`src/rtl/spi_burst_ram.sv`:
```
// Command-tagged single-port RAM slave behind an SPI deserialiser: address/data decode, sticky errors.
// Optional burst auto-increment of both pointers when SPI_RAM_AUTOINC_EN is defined.
module spi_burst_ram #(
   parameter int unsigned DATA_WIDTH = 8,
   parameter int unsigned ADDR_WIDTH = 8,
   parameter int unsigned MEM_DEPTH  = 256
) (
   input  logic                  clk,
   input  logic                  rst_n,
   input  logic [DATA_WIDTH+1:0] din,
   input  logic                  rx_valid,
   input  logic                  err_clr,
   output logic [DATA_WIDTH-1:0] dout,
   output logic                  tx_valid,
   output logic                  addr_err,
   output logic                  seq_err
);

   localparam int unsigned IDX_W = (MEM_DEPTH > 1) ? $clog2(MEM_DEPTH) : 1;
   localparam int unsigned CMP_W = ADDR_WIDTH + 1;

   localparam logic [1:0] CMD_WR_ADDR = 2'b00;
   localparam logic [1:0] CMD_WR_DATA = 2'b01;
   localparam logic [1:0] CMD_RD_ADDR = 2'b10;
   localparam logic [1:0] CMD_RD_DATA = 2'b11;

   logic [DATA_WIDTH-1:0] mem [MEM_DEPTH];

   logic [IDX_W-1:0]      wr_ptr;
   logic [IDX_W-1:0]      rd_ptr;
   logic                  wr_armed;
   logic                  rd_armed;

   logic [1:0]            cmd;
   logic [ADDR_WIDTH-1:0] addr_field;
   logic [DATA_WIDTH-1:0] payload;
   logic                  addr_ok;
   logic                  do_wr_addr;
   logic                  do_rd_addr;
   logic                  do_write;
   logic                  do_read;
   logic                  set_addr_err;
   logic                  set_seq_err;

   // Wrap by compare so non-power-of-two depths stay in range.
   function automatic logic [IDX_W-1:0] ptr_inc(input logic [IDX_W-1:0] p);
      if (p == IDX_W'(MEM_DEPTH - 1))
         return '0;
      else
         return p + IDX_W'(1);
   endfunction

   // Command decode.
   always_comb begin
      cmd          = din[DATA_WIDTH+1:DATA_WIDTH];
      payload      = din[DATA_WIDTH-1:0];
      addr_field   = din[ADDR_WIDTH-1:0];
      addr_ok      = (CMP_W'(addr_field) < CMP_W'(MEM_DEPTH));
      do_wr_addr   = 1'b0;
      do_rd_addr   = 1'b0;
      do_write     = 1'b0;
      do_read      = 1'b0;
      set_addr_err = 1'b0;
      set_seq_err  = 1'b0;
      if (rx_valid) begin
         unique case (cmd)
            CMD_WR_ADDR: begin
               do_wr_addr   = addr_ok;
               set_addr_err = !addr_ok;
            end
            CMD_WR_DATA: begin
               do_write    = wr_armed;
               set_seq_err = !wr_armed;
            end
            CMD_RD_ADDR: begin
               do_rd_addr   = addr_ok;
               set_addr_err = !addr_ok;
            end
            CMD_RD_DATA: begin
               do_read     = rd_armed;
               set_seq_err = !rd_armed;
            end
            default: ;
         endcase
      end
   end

   // Storage array is intentionally left unreset.
   always_ff @(posedge clk) begin
      if (do_write)
         mem[wr_ptr] <= payload;
   end

   always_ff @(posedge clk or negedge rst_n) begin
      if (!rst_n) begin
         dout     <= '0;
         tx_valid <= 1'b0;
         addr_err <= 1'b0;
         seq_err  <= 1'b0;
         wr_ptr   <= '0;
         rd_ptr   <= '0;
         wr_armed <= 1'b0;
         rd_armed <= 1'b0;
      end else begin
         tx_valid <= do_read;
         if (do_read)
            dout <= mem[rd_ptr];

         if (do_wr_addr) begin
            wr_ptr   <= IDX_W'(addr_field);
            wr_armed <= 1'b1;
         end
         if (do_rd_addr) begin
            rd_ptr   <= IDX_W'(addr_field);
            rd_armed <= 1'b1;
         end
`ifdef SPI_RAM_AUTOINC_EN
         if (do_write)
            wr_ptr <= ptr_inc(wr_ptr);
         if (do_read)
            rd_ptr <= ptr_inc(rd_ptr);
`endif

         // A new error in the same cycle as err_clr leaves the flag set.
         if (err_clr) begin
            addr_err <= 1'b0;
            seq_err  <= 1'b0;
         end
         if (set_addr_err)
            addr_err <= 1'b1;
         if (set_seq_err)
            seq_err <= 1'b1;
      end
   end

`ifndef SPI_RAM_AUTOINC_EN
   logic unused_inc;
   assign unused_inc = ^ptr_inc(wr_ptr);
`endif

endmodule

```
`config.mk`:
```
export PLATFORM = sky130hd
export DESIGN_NAME = spi_burst_ram
export DESIGN_NICKNAME = d
export VERILOG_FILES = /design/src/rtl/spi_burst_ram.sv
export SDC_FILE = /design/constraint.sdc
export NUM_CORES = 2
export LEC_CHECK = 0
export ABC_AREA = 1
export BUFFER_PORTS_ARGS = -buffer_cell sky130_fd_sc_hd__clkbuf_2
export CAP_MARGIN = 25
export CORE_MARGIN = 5
export CORE_UTILIZATION = 35
export CTS_CLUSTER_SIZE = 20
export DETAILED_ROUTE_END_ITERATION = 10
export PLACE_DENSITY = 0.46
export SYNTH_ARGS = -nofsm -noshare
export SYNTH_HDL_FRONTEND = slang
export SYNTH_SLANG_ARGS = --single-unit
```
`constraint.sdc`:
```
create_clock -name clk -period 5.6 [get_ports clk]
set_input_delay 0.56 -clock clk [delete_from_list [all_inputs] [get_ports clk]]
set_output_delay 0.56 -clock clk [all_outputs]
set_load 0.02 [all_outputs]
```
==> out/results.tsv <==
metric	value	unit
finClkSkew	0.0580	ns
routedWlPerCell	24.4	µm
fin_util	39.4	%
setup_violations	0	
dp.final_hpwl	141	mm
post_layout_nonfiller_instances	10300	
run_status	completed	
grt_start_max_net_pins	232	
critPathLaunchType	flip-flop	
routed.top_layer	met4	
met1Wirelength	114	mm
power_density	390	nW/µm²
ratio_of_cells_with_drive_above_1_in_the_final_layout	6.34	%
ys.warnings.count	0	
clock-sinks	2076	
drcViolationCount	0	
syn_area_per_cell	11.9	µm²
synth-seq-area-share	73.9	%
final-hold-violation-count	0	
hold_ws	0.167	ns
die_y	500	µm
grt_pass1_wl	368	mm
tritoncts.num_buffers	223	
grt_util_all_layers	19.8	%
h-tree-depth	4	
num-nets-final	6977	
full_die_area	250000	µm²
netlist_area	84100	µm²
route.met3.wl	13.8	mm
postRouteAntennaNets	0	
worst_tran_pin_value	1.27	ns
cts_tree	built	
row_count	180	
ys_seq_elements	2076	
finalCriticalPeriod	4.03	ns
slew_headroom	15.3	%
mostFrequentLayoutCell	nand2_1	
placement.io_buffers	23	
dieWidth	500	µm
clock_tree.buffer_depth	3	
leakagePower	32.2	nW
multi_input_comb_area	19400	µm²
hold_path_class	input port to flip-flop	
met2_length	117	mm
dr_total_vias	53500	
critical_path_arrival	4.85	ns
fillerInstances	22900	
core_region_area	240000	µm²
setup_tns	0	ns
antenna_found_initial	5	
drt-pass1-iter-count	5	
synth.net_count	7099	
initial_core_util	35.1	%
maxSlewViolCount	0	
cts-resized-gates	0	
clk_slew_on_worst_s_h_paths	0.06	ns
placed_cells	9912	
gpl.final_weighted_congestion	0.831	
setup_ws	1.57	ns
worst_ir_drop_vdd	0.315	mV
synth_cells	7085	
synthDistinctLibCells	18	
area.growth.synth_to_final	12.3	%
rsz0062_at_grt	no	
register_area	62200	µm²
clock_tree.root_cell	clkbuf_16	
vias_per_cell	5.17	
max_cap_viol_count	0	
grt-ovfl-total	0	
layout.cells.most_common_list	2103 x nand2_1, 2048 x edfxtp_1, 2045 x nand3_1, 287 x nor2_1, 225 x clkbuf_16	
crit_path_end_kind	flip-flop	
finalWirelength	252	mm
worst_skew_pair.late_latency	0.88	ns
count_of_routing_violations_after_the_opening_detailed_route_iteration	5200	
layout_worst_path_cycle_share	71.9	%
required_time_worst_endpoint	6.42	ns
placement_setup_slack	1.68	ns
via_count_of_the_first_global_routing_pass	52300	
max_freq	0.248	GHz
critical_path.max_fanout	231	
kind_of_critical_path	flip-flop to flip-flop	
io_pins	25	
[cell families after synthesis]
group | share of synthesized area (%)
buffers and inverters | 3.05
other | 0.00446
flip-flops | 73.9
AO/OA/AOI/OAI | 0.106
AND/OR/NAND/NOR | 22.9
[repair_timing]
action	in CTS	in global routing
endpoints found under the hold margin	29	0
hold buffers	3	0
buffers inserted	0	0
[sequential cells by signal (all words and copies together) (netlist names)]
name	count
mem	2048
dout	8
wr_ptr	8
rd_armed	1
wr_armed	1
tx_valid	1
rd_ptr	8
seq_err	1
[synth_stat cells (all sizes together)]
library cell | n | share of area (%)
buf | 366 | 2.3
clkbuf | 119 | 0.53
clkinv | 2 | 0.0089
conb | 1 | 0.0045
dfrtp | 28 | 0.83
edfxtp | 2048 | 73
inv | 52 | 0.23
nand2 | 2119 | 9.5
nand3 | 2045 | 12
nand4 | 1 | 0.0074
nor2 | 287 | 1.3
o21ai | 16 | 0.095
o221ai | 1 | 0.010
[worst max-delay path, cell delays in order, from the launching register on]
cell and delay (ns):
dfrtp_4 0.74, inv_16 0.73, buf_4 0.54, nand2_1 0.10, nand3_1 0.13, nand3_1 0.14, nand3_1 0.19, nand3_1 0.10
nand3_1 0.21, nand3_1 0.30, nand3_1 0.34, nand3_1 0.14, nand2_1 0.08
[final cells by class]
type,instances,area share (%)
antenna,3,0.00795
clock buffer,286,6.24
clock inverter,121,1.19
inverter,54,0.250
multi-input combinational,4470,20.5
sequential,2076,65.8
tap,3185,4.22
timing repair buffer,138,1.71
[power breakdown]
group / internal [W] / switching (W) / leakage [nW] / total, W
combinational: 0.00129 / 0.00396 / 10.0 / 0.00525
sequential: 0.0171 / 0.000142 / 18.7 / 0.0173
clock: 0.00815 / 0.00617 / 3.41 / 0.0143
total: 0.0266 / 0.0103 / 32.2 / 0.0368
[per-layer routing]
layer  GRT usage, %  vias up
met5              0        -
met4           5.71        0
met3           2.98      355
met2           31.5     1492
met1           28.2    26700
li1               -    24900
[final timing paths]
path,from,cells past startpoint,to,slack [ns]
max reg2reg,rd_ptr[0],12,dout[4],1.57
min in group asynchronous,rst_n,2,rd_armed,0.32
max,rd_ptr[0],12,dout[4],1.57
min reg2reg,dout[5],2,dout[5],0.49
max in group asynchronous,rst_n,2,rd_ptr[3],4.64
min,din[7],1,mem[148][7],0.17
[per-stage QoR]
step,cell area [µm²],total power (W)
final,94500,0.0368
after CTS,94400,0.0372
after floorplan,84100,0.0207
after global routing,94500,0.0382
after detailed placement,87300,0.0229
after global placement,87100,0.0229
Power figures use the tool's default switching activity.
